<file path="src/rtl/hazard_ctrl.sv">
// -----------------------------------------------------------------------------
// hazard_ctrl
//
// Hazard and stall controller for a 5-stage MIPS pipeline. It produces the
// F/D stall, the D/E flush and the forwarding selects for the D and E stages.
// It also times the multi-cycle MULT/DIV unit with a busy countdown, and it
// keeps a saturating count of stalled cycles.
//
// Parameters
//   MD_LATENCY : cycles the MULT/DIV unit is occupied after issue (>= 1)
//   CNT_W      : width of StallCount_o
//
// Ports
//   clk, rst_n                    clock, async active-low reset
//   RsD_i, RtD_i                  D-stage source registers
//   BranchD_i, MdUseD_i           D is beq/bne, D uses mult/div/hi/lo
//   RsE_i, RtE_i, WriteRegE_i     E-stage sources / destination
//   RegWriteE_i, MemtoRegE_i      E-stage write enable / load
//   MdStartE_i                    mult/div issuing from E
//   WriteRegM_i, RegWriteM_i,
//   MemtoRegM_i                   M-stage destination / write / load
//   WriteRegW_i, RegWriteW_i      W-stage destination / write
//   StallF_o, StallD_o, FlushE_o  hold PC, hold F/D, bubble D/E
//   ForwardAD_o, ForwardBD_o      D compare operand takes ALUOutM
//   ForwardAE_o, ForwardBE_o      E operand: 00 regfile, 01 ResultW, 10 ALUOutM
//   StallCause_o                  {md, wb, branch, load}
//   MdBusy_o                      MULT/DIV countdown nonzero
//   StallCount_o                  saturating stalled-cycle count
// -----------------------------------------------------------------------------
module hazard_ctrl #(
    parameter int MD_LATENCY = 32,
    parameter int CNT_W      = 16
) (
    input  logic             clk,
    input  logic             rst_n,
    input  logic [4:0]       RsD_i,
    input  logic [4:0]       RtD_i,
    input  logic             BranchD_i,
    input  logic             MdUseD_i,
    input  logic [4:0]       RsE_i,
    input  logic [4:0]       RtE_i,
    input  logic [4:0]       WriteRegE_i,
    input  logic             RegWriteE_i,
    input  logic             MemtoRegE_i,
    input  logic             MdStartE_i,
    input  logic [4:0]       WriteRegM_i,
    input  logic             RegWriteM_i,
    input  logic             MemtoRegM_i,
    input  logic [4:0]       WriteRegW_i,
    input  logic             RegWriteW_i,
    output logic             StallF_o,
    output logic             StallD_o,
    output logic             FlushE_o,
    output logic             ForwardAD_o,
    output logic             ForwardBD_o,
    output logic [1:0]       ForwardAE_o,
    output logic [1:0]       ForwardBE_o,
    output logic [3:0]       StallCause_o,
    output logic             MdBusy_o,
    output logic [CNT_W-1:0] StallCount_o
);

    localparam int              MD_W    = $clog2(MD_LATENCY + 1);
    localparam logic [MD_W-1:0] MD_LOAD = MD_W'(MD_LATENCY - 1);

    // Register 0 is hardwired to zero, so it never produces a dependency.
    function automatic logic reg_match(input logic [4:0] src, input logic [4:0] dst);
        return (dst != 5'd0) && (dst == src);
    endfunction

    logic [MD_W-1:0]  md_cnt_q, md_cnt_d;
    logic [CNT_W-1:0] stall_count_q, stall_count_d;

    logic load_stall;
    logic branch_stall;
    logic wb_stall;
    logic md_stall;
    logic stall;

    // ------------------------------------------------------------------
    // Forwarding
    // ------------------------------------------------------------------
    always_comb begin
        ForwardAE_o = 2'b00;
        if (RegWriteM_i && reg_match(RsE_i, WriteRegM_i)) begin
            ForwardAE_o = 2'b10;
        end else if (RegWriteW_i && reg_match(RsE_i, WriteRegW_i)) begin
            ForwardAE_o = 2'b01;
        end

        ForwardBE_o = 2'b00;
        if (RegWriteM_i && reg_match(RtE_i, WriteRegM_i)) begin
            ForwardBE_o = 2'b10;
        end else if (RegWriteW_i && reg_match(RtE_i, WriteRegW_i)) begin
            ForwardBE_o = 2'b01;
        end
    end

    assign ForwardAD_o = RegWriteM_i && reg_match(RsD_i, WriteRegM_i);
    assign ForwardBD_o = RegWriteM_i && reg_match(RtD_i, WriteRegM_i);

    // ------------------------------------------------------------------
    // Stall terms
    // ------------------------------------------------------------------
    assign load_stall = MemtoRegE_i &&
                        (reg_match(RsD_i, WriteRegE_i) || reg_match(RtD_i, WriteRegE_i));

    assign branch_stall = BranchD_i &&
                          ((RegWriteE_i &&
                            (reg_match(RsD_i, WriteRegE_i) || reg_match(RtD_i, WriteRegE_i))) ||
                           (MemtoRegM_i &&
                            (reg_match(RsD_i, WriteRegM_i) || reg_match(RtD_i, WriteRegM_i))));

    // The register file writes on the clock edge, so D would read the stale
    // value during the write cycle; hold D one cycle instead.
    assign wb_stall = RegWriteW_i &&
                      (reg_match(RsD_i, WriteRegW_i) || reg_match(RtD_i, WriteRegW_i));

    assign md_stall = MdUseD_i && (MdBusy_o || MdStartE_i);

    assign stall        = load_stall | branch_stall | wb_stall | md_stall;
    assign StallF_o     = stall;
    assign StallD_o     = stall;
    assign FlushE_o     = stall;
    assign StallCause_o = {md_stall, wb_stall, branch_stall, load_stall};

    // ------------------------------------------------------------------
    // MULT/DIV countdown. The issue cycle itself is covered by MdStartE_i,
    // so the counter only has to cover the remaining MD_LATENCY-1 cycles.
    // A start while busy simply reloads.
    // ------------------------------------------------------------------
    always_comb begin
        md_cnt_d = md_cnt_q;
        if (MdStartE_i) begin
            md_cnt_d = MD_LOAD;
        end else if (md_cnt_q != '0) begin
            md_cnt_d = md_cnt_q - MD_W'(1);
        end
    end

    assign MdBusy_o = (md_cnt_q != '0);

    // ------------------------------------------------------------------
    // Saturating stall counter: one increment per stalled cycle, however
    // many causes are active.
    // ------------------------------------------------------------------
    always_comb begin
        stall_count_d = stall_count_q;
        if (stall && (stall_count_q != '1)) begin
            stall_count_d = stall_count_q + CNT_W'(1);
        end
    end

    assign StallCount_o = stall_count_q;

    always_ff @(posedge clk or negedge rst_n) begin
        if (!rst_n) begin
            md_cnt_q      <= '0;
            stall_count_q <= '0;
        end else begin
            md_cnt_q      <= md_cnt_d;
            stall_count_q <= stall_count_d;
        end
    end

endmodule

</file>
<file path="config.mk">
export PLATFORM = sky130hd
export DESIGN_NAME = hazard_ctrl
export DESIGN_NICKNAME = d
export VERILOG_FILES = /design/src/rtl/hazard_ctrl.sv
export SDC_FILE = /design/constraint.sdc
export NUM_CORES = 1
export LEC_CHECK = 0
export BUFFER_PORTS_ARGS = -buffer_cell sky130_fd_sc_hd__buf_2
export CAP_MARGIN = 25
export CORE_ASPECT_RATIO = 0.5
export CORE_MARGIN = 2
export CORE_UTILIZATION = 29
export CTS_BUF_LIST = sky130_fd_sc_hd__clkbuf_8
export DETAILED_ROUTE_END_ITERATION = 7
export PLACE_DENSITY_LB_ADDON = 0.12
export SYNTH_ARGS = -nofsm -noshare
export SYNTH_HDL_FRONTEND = slang
export SYNTH_SLANG_ARGS = --single-unit
export TNS_END_PERCENT = 30
</file>
<file path="constraint.sdc">
create_clock -name clk -period 2.87 [get_ports clk]
set_input_delay 0.287 -clock clk [delete_from_list [all_inputs] [get_ports clk]]
set_output_delay 0.287 -clock clk [all_outputs]
set_load 0.02 [all_outputs]
</file>
=== After elaboration in Yosys (flattened, before gate mapping) ===
Cells that the tools add are included.

* Register bits after elaboration: 22
* Bits in latches: 0
* RAM bits: 0
* ROM bits: 0
* Bits of input ports: 45
* Output and inout bits: 30
* Memories kept: 0

* $add $sub $neg: 2
* $mul: 0
* Div/mod/pow operators: 0
* Order comparisons: 0
* Eq/ne operators: 11
* Shift-type cells: 0
* Multiplexer cells: 6
* Bitwise operators: 3
* Reductions and logical operators: 33

{| class="wikitable"
|+ Operator list
! operator !! number
|-
| 5-bit equality test || 10
|-
| 1-bit logical AND || 23
|-
| 16-bit by 1-bit adder with 16-bit output, second input constant || 1
|-
| 16-bit != test, second input constant || 1
|-
| 5-bit nonzero test || 3
|-
| 6-bit two-way mux || 2
|-
| 6-bit nonzero test || 1
|-
| 6-bit by 1-bit subtractor with 6-bit output, second input constant || 1
|-
| 1-bit logical OR || 5
|-
| 2-bit two-way mux || 2
|-
| 1-bit bitwise OR || 3
|-
| 1-bit two-way mux || 2
|-
| 2-bit nonzero test || 1
|}

=== Logic depth before layout (Yosys ltp) ===
* Word-level depth: 10
* Mapped depth: 12
* Mapped depth without buffers: 10

=== Worst setup path before layout ===
OpenSTA, ideal clock, no wires.

* Kind: reg-to-output
* Start point: register md_cnt_q[0]
* End point: output StallD_o
* Arrival: 2.208 ns
* Required time: 2.583 ns
* Slack: 0.375 ns
* Stages on the path, launching flop included: 13
* Buffers on the path: 3
* Cells stage by stage: dfrtp_1 > inv_1 > ha_1 > inv_1 > or3_4 > nor3_4 > inv_2 > o21ai_2 > and4_1 > buf_6 > buf_8 > inv_1 > buf_4

* Cells in the longest elaborated chain, start to end: 4

{| class="wikitable"
|+ Ends and longest elaborated chain
! element !! line !! text
|-
| from (decl) || 71 || <nowiki>logic [MD_W-1:0] md_cnt_q, md_cnt_d;</nowiki>
|-
| from (signal assigned) || 161 || <nowiki>md_cnt_q <= md_cnt_d;</nowiki>
|-
| 6-bit nonzero test || 141 || <nowiki>assign MdBusy_o = (md_cnt_q != '0);</nowiki>
|-
| net MdBusy_o || 59 || <nowiki>output logic MdBusy_o,</nowiki>
|-
| 1-bit logical OR || 119 || <nowiki>assign md_stall = MdUseD_i && (MdBusy_o || MdStartE_i);</nowiki>
|-
| 1-bit logical AND || 119 ||
|-
| 1-bit bitwise OR || 121 || <nowiki>assign stall = load_stall | branch_stall | wb_stall | md_stall;</nowiki>
|-
| to (decl) || 52 || <nowiki>output logic StallD_o,</nowiki>
|}

The timed path passes the listed nets, and every way through them passes these cells.

=== Final worst setup path ===
* Start point: register md_cnt_q[0]
* End point: output FlushE_o

* Cells in the longest elaborated chain, start to end: 4

{| class="wikitable"
|+ Ends and longest elaborated chain
! element !! line !! text
|-
| 6-bit nonzero test || 141 ||
|-
| 1-bit logical OR || 119 ||
|-
| 1-bit logical AND || 119 ||
|-
| 1-bit bitwise OR || 121 ||
|-
| to (decl) || 53 || <nowiki>output logic FlushE_o,</nowiki>
|}

Every way passes these cells.

==> summary by stage <==
Yosys
The sequential-to-total area share from yosys stat is 28.0%. The mapped netlist covers 1970 µm². After synthesis the netlist holds a flip-flop and latch count of 22. The post-synthesis net count is 261.

Counting every instance in the synthesized netlist gives 214. The average instance in the mapped netlist occupies 9.19 µm². The number of distinct library cells after synthesis is 39.

The Yosys step of the flow raised 0 warnings.

Clock network
The root buffer cell is sky130_fd_sc_hd__clkbuf_8. The number of buffers on the longest clock path is 2. TritonCTS created 3 clock buffers. TritonCTS built the clock tree.

The clock sink total is 22. CTS built an H-tree with a depth of 1. The clock transition at the register clock pins on the worst setup and hold paths after CTS is 80 ps. The clock latency of the later-clocked register in the worst-skew pair is 260 ps. The post-cts repair resize count is 0.

Global route
The pin count of the biggest net entering global routing is 23. The initial antenna violation count came to 0. The first-pass GRT wire length is 8.01 mm. The number of global-route vias before repair is 1,661. The total congestion overflow is 0. The aggregate global-route resource usage is 13.1%.

Placement
The placer's final routability congestion estimate is 0.768. The half-perimeter wire length of the detailed placement result is 3.82 mm. The count of input and output buffers is 74.

Summing all placed instances gives a cell area of 2310 µm². Prior to clock tree synthesis, the placed netlist has a worst setup slack of 380 ps.

Timing
Static timing analysis puts the maximum clock frequency at 373 MHz. The number of failing setup endpoints in the final timing report is 0. The post-route minimum period is 2680 ps.

The transition time at the pin with the least slew margin is 515 ps. The setup TNS after final layout is 0 ps. The setup skew after layout is 3.95 ps.

The share of the cycle needed by the critical path after routing is 93.3%. The worst slew margin relative to its limit is 65.7%. The worst hold margin is -13.0 ps. The final-report hold violation count was 22. Setup repair after global routing left no endpoint under its margin. The max-slew violation count is 0. The minimum setup slack in the final design is 191 ps.

Floorplanning
The floorplan step set the die height to 62.2 µm. 75 I/O pins were placed. The effective utilization at floorplan is 29.7%. The die span in x is 120 µm. The floorplan step defined a core boundary enclosing 6620 µm². The die covers 7500 µm².

The number of core rows is 21.

Routing
The total number of vias is 1,685. For this run, design rule violations remaining after detail routing come to 0. Once detail routing completed, the nets flagged for antenna violations numbered 0.

Summed over all layers, the routed wires come to 4.85 mm. The iteration-0 DRC count of the detailed router is 65. After detailed routing, the average wire length per cell comes to 13.2 µm. The first detailed-routing pass ran for 4 iterations. Using the TritonRoute via totals, the vias-per-cell ratio works out to 4.59.

Layout
For this run, the share of the core covered by cells in the final layout is 35.7%. The area taken by flip-flops and latches is 551 µm². At the end of the flow, the number of nets in the layout was 324. The ratio of cells with drive above 1 in the final layout is 36.4%. The multi-input logic area is 1240 µm². The count of antenna diodes in the layout is 0. The filler cell count in the final layout is 718. After routing the design area is 2360 µm². The area growth from synthesis to layout is 20.2%.

Setup path
The largest single stage delay on the critical path is 370 ps. The critical path is of the flop to output pin type. The maximum fanout count along the critical path is 16. For the worst setup path, the data arrival time is 2390 ps. The cell that appears most often on the critical path is sky130_fd_sc_hd__inv_1. STA classifies the critical path startpoint as a flop.

The largest individual stage delay along the critical path comes from the cell sky130_fd_sc_hd__dfrtp_1. The critical path goes through inv_1 -> ha_1 -> inv_1 -> or3_4 -> nor3_4 -> inv_2 -> o21ai_2 -> and4_1 -> buf_4 -> inv_1 -> buf_2. At the worst endpoint, the required time is 2580 ps. The kind of end point of the critical path is an output pin.

Flow run
The max-capacitance violation count is 0.

Hold path
The worst hold path belongs to the class input port to async pin.

Pwr
The analysis attributes to cell leakage a power of 1.08 nW. The power density over cell area is 470 nW/µm². Across the VDD grid, the largest voltage drop is 195 µV.

Run status
The final reports fail on hold timing. The run finished, with violations left.
## layout make-up
class / count / share of cell area [%]
multi-input cells: 167 / 52.7
flip-flops and latches: 22 / 23.3
repair buffers: 76 / 16.3
well taps: 92 / 4.87
clock buffers: 3 / 1.75
inverters: 7 / 1.11
## placed cells by master (no fill, tap or decap), types with 2 or more instances in the layout
cell type	Yosys	layout
sky130_fd_sc_hd__buf_2	2	74
sky130_fd_sc_hd__xor2_1	40	40
sky130_fd_sc_hd__xnor2_1	24	24
sky130_fd_sc_hd__dfrtp_1	22	22
sky130_fd_sc_hd__nand3_1	17	17
sky130_fd_sc_hd__nand2_1	16	16
sky130_fd_sc_hd__nor2_1	13	13
sky130_fd_sc_hd__nor3_2	7	7
sky130_fd_sc_hd__inv_1	6	6
sky130_fd_sc_hd__nor3_1	6	6
sky130_fd_sc_hd__nor4_1	6	6
sky130_fd_sc_hd__mux2_4	4	4
sky130_fd_sc_hd__or4_1	3	3
sky130_fd_sc_hd__a21oi_1	3	3
sky130_fd_sc_hd__clkbuf_8	0	3
sky130_fd_sc_hd__o21ai_2	2	2
sky130_fd_sc_hd__a21o_1	2	2
sky130_fd_sc_hd__and3_1	2	2
sky130_fd_sc_hd__nand4_1	2	2
sky130_fd_sc_hd__nor3b_2	2	2
sky130_fd_sc_hd__a211o_1	2	2
sky130_fd_sc_hd__o31ai_1	2	2
sky130_fd_sc_hd__ha_1	2	2
sky130_fd_sc_hd__buf_4	7	2
## path summary, 6_finish.rpt
check                                                  from                            to  slack [ps]  cells past startpoint
worst max-delay path                md_cnt_q[0]$_DFFE_PN0N_                      FlushE_o         190                     11
worst max register to register      md_cnt_q[0]$_DFFE_PN0N_  StallCount_o[12]$_DFFE_PN0P_         500                     11
worst min register to register  StallCount_o[9]$_DFFE_PN0P_   StallCount_o[9]$_DFFE_PN0P_         480                      1
min in group clk                                 MdStartE_i       md_cnt_q[5]$_DFFE_PN0N_         300                      2
max in group asynchronous                             rst_n   StallCount_o[4]$_DFFE_PN0P_        2530                      1
worst min-delay path                                  rst_n  StallCount_o[15]$_DFFE_PN0P_         -10                      1
## cell usage after synthesis, drive strengths merged
cell / number / area [µm²]
and3: 2 / 12.5
nor2: 13 / 48.8
or3: 2 / 17.5
a21o: 2 / 15.0
mux2: 4 / 60.1
nand4: 2 / 12.5
nor3b: 3 / 32.5
nand2b: 1 / 6.26
dfrtp: 22 / 551
nor3: 14 / 116
nor4: 6 / 37.5
xnor2: 24 / 210
or4: 4 / 33.8
ha: 2 / 25.0
inv: 7 / 26.3
nand2: 16 / 60.1
o31ai: 2 / 15.0
buf: 15 / 134
o32ai: 1 / 16.3
nand4b: 1 / 8.76
o21ai: 3 / 22.5
nand3: 17 / 85.1
clkbuf: 3 / 11.3
and3b: 1 / 8.76
and4: 1 / 8.76
nor2b: 1 / 8.76
a21oi: 3 / 15.0
a211o: 2 / 17.5
xor2: 40 / 350
## kinds of logic after synthesis
logic type	Yosys count	synth area share, %
xor gates and xnor gates	64	28.5
muxes	4	3.05
DFF	22	28.0
AOI/OAI and AO/OA	13	5.15
buffers and inverters	25	8.71
and+or+nand+nor	84	25.3
adders and majority gates	2	1.27
## power by group
group | internal [mW] | total (mW) | switching, mW
clock network | 0.0937 | 0.193 | 0.0994
registers | 0.375 | 0.461 | 0.0851
logic | 0.199 | 0.457 | 0.259
total | 0.668 | 1.11 | 0.443
## layer usage
metal	up-vias	track usage [%]	share of wire (%)
li1	836	-	-
met1	792	17.7	49
met2	55	22.0	45
met3	2	2.30	5.4
met4	0	2.62	0.70
met5	-	0	0
## metrics by stage
stage | total power [mW] | cells
floorplan | 0.772 | 214
global placement | 0.919 | 363
detailed placement | 0.930 | 363
CTS | 1.13 | 366
global route | 1.20 | 367
finish | 1.11 | 367
## critical path, delay by kind of cell, from the launching register on
family	cells	cell delay (ps)
DFF	1	370
adders and majority gates	1	150
AOI/OAI and AO/OA	1	120
buffers and inverters	6	700
and+or+nand+nor	3	770
## flip-flops by register name, summed over array words and instances, names as in the netlist
signal	cells
StallCount_o	16
md_cnt_q	6
## what timing repair did
item	CTS	global route
endpoints found under the setup margin	0	3
setup buffers	0	1
hold buffers	0	0
endpoints found under the hold margin	0	0
No activity file was read; power rests on OpenSTA's default activity.
